--- config.mk ---
export PLATFORM = sky130hd
export DESIGN_NAME = word_packer
export DESIGN_NICKNAME = d
export VERILOG_FILES = /design/src/rtl/word_packer_pkg.sv /design/src/rtl/word_packer_oreg.sv /design/src/rtl/word_packer.sv
export SDC_FILE = /design/constraint.sdc
export NUM_CORES = 1
export LEC_CHECK = 0
export BUFFER_PORTS_ARGS = -buffer_cell sky130_fd_sc_hd__buf_2
export CAP_MARGIN = 15
export CORE_MARGIN = 1
export CORE_UTILIZATION = 50
export DETAILED_ROUTE_END_ITERATION = 7
export PLACE_DENSITY_LB_ADDON = 0.1
export SYNTH_ARGS = -nofsm -noshare
export SYNTH_HDL_FRONTEND = slang
export SYNTH_HIERARCHICAL = 1
export SYNTH_SLANG_ARGS = --single-unit
--- constraint.sdc ---
create_clock -name clk -period 2.6 [get_ports clk]
set_input_delay 0.13 -clock clk [delete_from_list [all_inputs] [get_ports clk]]
set_output_delay 0.13 -clock clk [all_outputs]
set_load 0.02 [all_outputs]
--- src/rtl/word_packer_pkg.sv ---
// Shared types and helpers for the word_packer narrow-to-wide beat packer.
package word_packer_pkg;

  typedef enum logic {
    LSB_FIRST = 1'b0,
    MSB_FIRST = 1'b1
  } lane_order_e;

  // Width of the lane counter for a given beats-per-word ratio.
  function automatic int cnt_w(input int ratio);
    return (ratio > 1) ? $clog2(ratio) : 1;
  endfunction

  // Output lane that beat k of a word lands in.
  function automatic int lane_idx(input int k, input logic msb_first, input int ratio);
    return (msb_first == MSB_FIRST) ? (ratio - 1 - k) : k;
  endfunction

endpackage

--- src/rtl/word_packer_oreg.sv ---
// Output register stage: holds the packed word, keep mask and valid flag, and
// generates in_ready. Optional per-lane parity under WORD_PACKER_PAR_EN.
module word_packer_oreg
  import word_packer_pkg::*;
#(
  parameter int IN_W  = 8,
  parameter int RATIO = 4,
  parameter int OUT_W = IN_W * RATIO
) (
  input  logic             clk,
  input  logic             rst_n,
  input  logic             load,
  input  logic [OUT_W-1:0] load_data,
  input  logic [RATIO-1:0] load_keep,
  input  logic             out_ready,
  output logic             in_ready,
  output logic             out_valid,
  output logic [OUT_W-1:0] out_data,
  output logic [RATIO-1:0] out_keep
`ifdef WORD_PACKER_PAR_EN
  ,
  output logic [RATIO-1:0] out_par
`endif
);

  // Single output register with no skid: accept only if the slot is free or draining now.
  assign in_ready = !out_valid || out_ready;

`ifdef WORD_PACKER_PAR_EN
  logic [RATIO-1:0] par_next;

  // NOTE: every always_comb output gets a default before any conditional logic, so no latch is inferred.
  always_comb begin
    par_next = '0;
    for (int i = 0; i < RATIO; i++) begin
      par_next[i] = ^load_data[i*IN_W +: IN_W];
    end
  end
`endif

  // NOTE: reset is synchronous, so it is tested inside the clocked block rather than in the sensitivity list.
  always_ff @(posedge clk) begin
    if (!rst_n) begin
      out_valid <= 1'b0;
      out_data  <= '0;
      out_keep  <= '0;
`ifdef WORD_PACKER_PAR_EN
      out_par   <= '0;
`endif
    end else if (load) begin
      // A closing beat wins over a simultaneous drain, keeping words back-to-back.
      out_valid <= 1'b1;
      out_data  <= load_data;
      out_keep  <= load_keep;
`ifdef WORD_PACKER_PAR_EN
      out_par   <= par_next;
`else
      // Without parity only the word and its keep mask are registered.
`endif
    end else if (out_ready) begin
      out_valid <= 1'b0;
    end
  end

endmodule

--- src/rtl/word_packer.sv ---
// Narrow-to-wide beat packer with valid/ready flow control, per-word lane order
// and keep mask. Define WORD_PACKER_PAR_EN to add registered per-lane even parity.
module word_packer
  import word_packer_pkg::*;
#(
  parameter int IN_W  = 8,
  parameter int RATIO = 4
) (
  input  logic                  clk,
  input  logic                  rst_n,
  input  logic                  in_valid,
  output logic                  in_ready,
  input  logic [IN_W-1:0]       in_data,
  input  logic                  in_last,
  input  logic                  msb_first,
  output logic                  out_valid,
  input  logic                  out_ready,
  output logic [IN_W*RATIO-1:0] out_data,
  output logic [RATIO-1:0]      out_keep
`ifdef WORD_PACKER_PAR_EN
  ,
  output logic [RATIO-1:0]      out_par
`endif
);

  localparam int OUT_W = IN_W * RATIO;
  localparam int CNT_W = cnt_w(RATIO);

  logic [CNT_W-1:0] cnt;
  logic [OUT_W-1:0] acc;
  logic [RATIO-1:0] kacc;
  logic             mode_q;

  logic             accept;
  logic             closing;
  logic             cur_mode;
  logic [CNT_W-1:0] lane;
  logic [OUT_W-1:0] merged;
  logic [RATIO-1:0] kmerged;

  assign accept   = in_valid && in_ready;
  assign closing  = accept && ((cnt == CNT_W'(RATIO - 1)) || in_last);
  // The first beat of a word decides its lane order; later beats follow mode_q.
  assign cur_mode = (cnt == '0) ? msb_first : mode_q;
  assign lane     = CNT_W'(lane_idx(int'(cnt), cur_mode, RATIO));

  always_comb begin
    merged  = acc;
    kmerged = kacc;
    for (int i = 0; i < RATIO; i++) begin
      if (lane == CNT_W'(i)) begin
        merged[i*IN_W +: IN_W] = in_data;
        kmerged[i]             = 1'b1;
      end
    end
  end

  // NOTE: sequential state uses non-blocking assignments so all registers update from pre-edge values.
  always_ff @(posedge clk) begin
    if (!rst_n) begin
      cnt    <= '0;
      acc    <= '0;
      kacc   <= '0;
      mode_q <= LSB_FIRST;
    end else if (accept) begin
      if (cnt == '0) mode_q <= msb_first;
      if (closing) begin
        cnt  <= '0;
        acc  <= '0;
        kacc <= '0;
      end else begin
        cnt  <= cnt + 1'b1;
        acc  <= merged;
        kacc <= kmerged;
      end
    end
  end

  word_packer_oreg #(
    .IN_W  (IN_W),
    .RATIO (RATIO),
    .OUT_W (OUT_W)
  ) u_oreg (
    .clk       (clk),
    .rst_n     (rst_n),
    .load      (closing),
    .load_data (merged),
    .load_keep (kmerged),
    .out_ready (out_ready),
    .in_ready  (in_ready),
    .out_valid (out_valid),
    .out_data  (out_data),
    .out_keep  (out_keep)
`ifdef WORD_PACKER_PAR_EN
    ,
    .out_par   (out_par)
`endif
  );

endmodule

# Word level (Yosys, flattened, before mapping)
# Cells that the tools add are included.
# word_totals
register_bits	76
output_inout_bits	38
input_bits	14
word_cells	36
# op_classes
eq_ne	4
mux	15
reduce_logical	8
add_sub_neg	2
# ops
operator	n
$mux W32	1
$mux W8	4
$mux W1	7
$eq A2 B2 Y1 const B	3
$logic_not A2 Y1	2
$mux W2	2
$mux W4	1
$add A2 B1 Y2 const B	1
$eq A2 B1 Y1 const B	1
$logic_and A1 B1 Y1	2
$logic_or A1 B1 Y1	2
$reduce_bool A2 Y1	1
$sub A2 B2 Y2 const A	1
$logic_not A1 Y1	1

# Depth between registers and ports, before layout
# depth
word_depth	6
ltp_mapped	11
mapped_depth_nobuf	8

# By module
# Netlist, hierarchy kept.
# modules_own_cells
mod	cells_per_inst	area_each_um2	seq_area_each_um2	instances
word_packer	303	2250.9	780.7	1
word_packer_oreg	119	1426.4	740.7	1

# Least setup slack after synthesis
# OpenSTA, ideal clock, no wires.
# synth_path
path_type	reg2reg
startpoint	register cnt[0]
endpoint	register u_oreg.out_data[0]
required_ps	2484
t_arrival_ps	2129
n_path_buf	2
path_stages_with_launch	10
setup_ps	116
synth_period_minus_slack_ps	2245
setup_slack_ps	355
path_cell_list	dfxtp_1 -> buf_2 -> inv_1 -> ha_1 -> mux2i_4 -> mux2i_1 -> buf_4 -> o21ai_0 -> mux2i_1 -> nor2b_1
# synth_via
elab_chain_len	5
elab_cells_between_ends	9
classes_between	add/sub: 1; eq/ne: 1; mux: 3; reduce/logical: 4
# synth_lines
item	line	rtl
start: declaration	word_packer.sv:29	logic [CNT_W-1:0] cnt;
start signal: assignment	word_packer.sv:72	cnt <= cnt + 1'b1;
parallel branches: the longest is 2 deep, another holds $sub A2 B2 Y2	--	
$mux W2 *	word_packer_pkg.sv:16	return (msb_first == MSB_FIRST) ? (ratio - 1 - k) : k;
$logic_not A2 Y1 *	word_packer.sv:51	if (lane == CNT_W'(i)) begin
$mux W8 *	word_packer.sv:51	
net merged[0]	word_packer.sv:38	logic [OUT_W-1:0] merged;
end signal: assignment	word_packer_oreg.sv:53	out_data <= load_data;
end: declaration	word_packer_oreg.sv:18	output logic [OUT_W-1:0] out_data,
# Mark *: on every way through the listed nets, which the timed path passes.
# A chain may end at the register's enable or synchronous reset.

# Worst setup path in the final report
# layout_path
startpoint	register cnt[0]
endpoint	register u_oreg.out_data[26]
# layout_via
elab_chain_len	5
elab_cells_between_ends	9
classes_between	add/sub: 1; eq/ne: 2; mux: 3; reduce/logical: 3
# layout_lines
item	line
parallel branches: the longest is 2 deep, another holds $sub A2 B2 Y2	--
$mux W2 *	word_packer_pkg.sv:16
$eq A2 B2 Y1 *	word_packer.sv:51
$mux W8 *	word_packer.sv:51
net merged[26]	word_packer.sv:38
# Marks and branches as above.

==> metrics.md <==
| Metric | Value |
|---|---|
| Status | finished, final reports clean |
| VDD IR max | 0.302 mV |
| Top routing layer used | met4 |
| Worst flop-to-flop path endpoint | u_oreg/out_data[26]$_SDFFE_PN0P_ |
| Placed insts | 561 |
| Net count after synthesis | 438 |
| Asr flop ratio synth | 0% |
| Avg Inst Size Synth | 8.71 µm² |
| Cells on worst reg2reg path | 8 |
| Metal-1 WL | 4250 µm |
| Row Count | 30 |
| Critical Path Source Type | flop |
| Post-synth EDFFs | 0 |
| Final min period | 2.21 ns |
| 1st-iter DRT viols | 179 |
| Post-synthesis sequential area ratio | 41.4% |
| Gates resized, CTS repair | 0 |
| Worst Hold Depth | 3 |
| Io pins | 52 |
| CTS tree | built |
| WHS Endpoint | mode_q$_SDFFE_PN0P_ |
| Yosys warnings | 6 |
| N_diodes | 0 |
| Fin util | 60.4% |
| Filler cells | 641 |
| Worst Max-Slew Pin Slew | 0.593 ns |
| GRT Overall Usage | 24.6% |
| Post-route DRC | 0 |
| Synth top area cells | dfxtp_1 (41%), mux2i_1 (11%), nand2_1 (9.5%) |
| Vias in the first global route | 2728 |
| Final net count | 492 |
| CP Data Arrival Time | 2.50 ns |
| Placed inst area | 3990 µm² |
| Setup crit end kind | flop |
| Detail Route met3 WL | 447 µm |
| RR Startpoint | cnt[0]$_SDFFE_PN0P_ |
| Die X | 87.8 µm |
| Buffers on Ports | 51 |
| First-pass GRT wire length | 14000 µm |
| Initial antenna violation count | 0 |
| Most frequent cells in the layout | nand2_1 (93), dfxtp_1 (76), buf_2 (51), mux2i_1 (41), nor2b_1 (39) |
| Via count | 3101 |
| Grt total ovfl | 0 |
| Die height | 87.8 µm |
| Largest net degree at the start of global routing | 40 |
| Total Neg Setup Slack | 0 ns |
| Data required, critical path | 2.89 ns |
| Worst reg2reg setup slack | 0.39 ns |
| Initial core utilization | 53.0% |
| Pre-Repair DR Iteration Count | 5 |
| Num CTS Buffers | 9 |
| Hold buffers post-CTS | 0 |
| Final ANT Viol Nets | 0 |
| Max-cap violations | 0 |
| Final period utilization | 84.9% |
| Final Non-Filler Cells | 576 |
| Hpwl dp | 5840 µm |
| Met2 wire len | 4070 µm |
| Hold Vio Cnt, Final | 0 |
| Root Buffer | clkbuf_8 |
| Clock skew | 0.00727 ns |
| Area delta synth->final | 14.0% |
| CP Class | flop to flop |
| Final wirelength | 9000 µm |
| Worst Hold Class | input port to flop |
| H-tree levels | 3 |
| Share of cells above drive strength 1 | 18.5% |
| Fin area | 4190 µm² |
| Clk pin slew, worst setup/hold paths | 0.08 ns |
| Die Area | 7700 µm² |
| Hold wc startpoint | msb_first |
| # Post-CTS Setup Buffers | 0 |
| Post-synthesis cell type count | 34 |
| Leakage | 1.77 nW |
| Core footprint | 6940 µm² |
| Slew Viols, Final | 0 |
| Worst-case clock buffer depth | 2 |
| Cell accounting for the most synthesized area | dfxtp_1 |
| Power per cell area | 624 nW/µm² |
| Vias per cell | 5.38 |
| Synth Flop Type | dfxtp_1 |
| Synth top area share | 41.4% |
| Max_slew headroom | 60.2% |
| Synth Instances | 422 |
| Sink Count | 76 |
| Placer congestion estimate | 0.840 |
| Crit Path Max Fanout | 17 |
| RSZ-0062 raised after global routing | false |
| Clock latency on the worst-skew pair | 0.35 ns |
| WL/cell | 15.6 µm |
| Yosys reg bits | 76 |
| Total power | 2.61 mW |
| Most common cell after layout, fill and taps aside | nand2_1 |
| Fmax | 453 MHz |
| Mapped cell area | 3680 µm² |
| Setup violators final | 0 |
## metrics by stage
stage / hold slack (ns) / worst slack, ns
after floorplan: 0.252 / 0.355
after global placement: 0.437 / 0.464
after detailed placement: 0.446 / 0.414
after CTS: 0.0884 / 0.404
after global routing: 0.0999 / 0.223
final: 0.0895 / 0.391
## critical path: stages (launching register included)
cell	delay, ns
dfxtp_1	0.34
inv_1	0.05
ha_1	0.27
mux2_2	0.51
mux2i_4	0.55
nand2_1	0.13
nand2_1	0.10
mux2i_1	0.07
nor2b_1	0.12
## layout make-up
| type | instances | area (µm²) | share of cell area [%] |
|---|---|---|---|
| multi-input combinational | 311 | 1930 | 46.1 |
| sequential | 76 | 1520 | 36.3 |
| timing repair buffer | 66 | 368 | 8.78 |
| clock buffer | 10 | 128 | 3.04 |
| tap | 96 | 120 | 2.87 |
| clock inverter | 5 | 77.6 | 1.85 |
| inverter | 12 | 45.0 | 1.07 |
## kinds of logic (layout without fill, tap and decap cells)
kind of cell             count (synthesis)  count (layout)  synth area share (%)
AO/OA/AOI/OAI                           76              76                  12.7
XOR/XNOR                                 1               1                 0.238
adder cells (fa/ha/maj)                  2               2                 0.680
buffers and inverters                   35              93                  6.09
flip-flops                              76              76                  41.4
multiplexers                            46              46                  13.7
AND/OR/NAND/NOR                        186             186                  25.2
## power by group
part           total, mW  switching [mW]  leakage [nW]  internal [mW]
combinational      0.435           0.273          1.06          0.163
clock              0.963           0.431         0.102          0.532
sequential          1.22          0.0162         0.615           1.20
## cell usage after synthesis, drive strengths merged (2+ instances only)
master / number
and2: 34
o22ai: 24
nand2b: 6
nor2b: 39
nand2: 93
nand4b: 2
o21ai: 35
o32ai: 8
a21oi: 4
inv: 12
a21boi: 2
nor2: 6
buf: 11
dfxtp: 76
mux2i: 45
clkbuf: 12
ha: 2
## metal layers
layer	track usage [%]	vias to the layer above
li1	-	1528
met1	34.7	1449
met5	0	-
met4	10.9	0
met3	2.83	19
met2	37.8	105
## flip-flops by register name, indices dropped and copies added (netlist names)
register,flops
mode_q,1
u_oreg/out_valid,1
u_oreg/out_keep,4
u_oreg/out_data,32
acc,32
cnt,2
kacc,4
## worst max path at each step
stage	start	endpoint	cells past startpoint
floorplan	cnt[0]$_SDFFE_PN0P_	u_oreg/out_data[0]$_SDFFE_PN0P_	9
global placement	cnt[0]$_SDFFE_PN0P_	u_oreg/out_data[26]$_SDFFE_PN0P_	8
detailed placement	cnt[0]$_SDFFE_PN0P_	u_oreg/out_data[26]$_SDFFE_PN0P_	8
CTS	cnt[0]$_SDFFE_PN0P_	u_oreg/out_data[26]$_SDFFE_PN0P_	8
global route	cnt[0]$_SDFFE_PN0P_	u_oreg/out_data[24]$_SDFFE_PN0P_	8
finish	cnt[0]$_SDFFE_PN0P_	u_oreg/out_data[26]$_SDFFE_PN0P_	8
No activity file was read; power rests on OpenSTA's default activity.
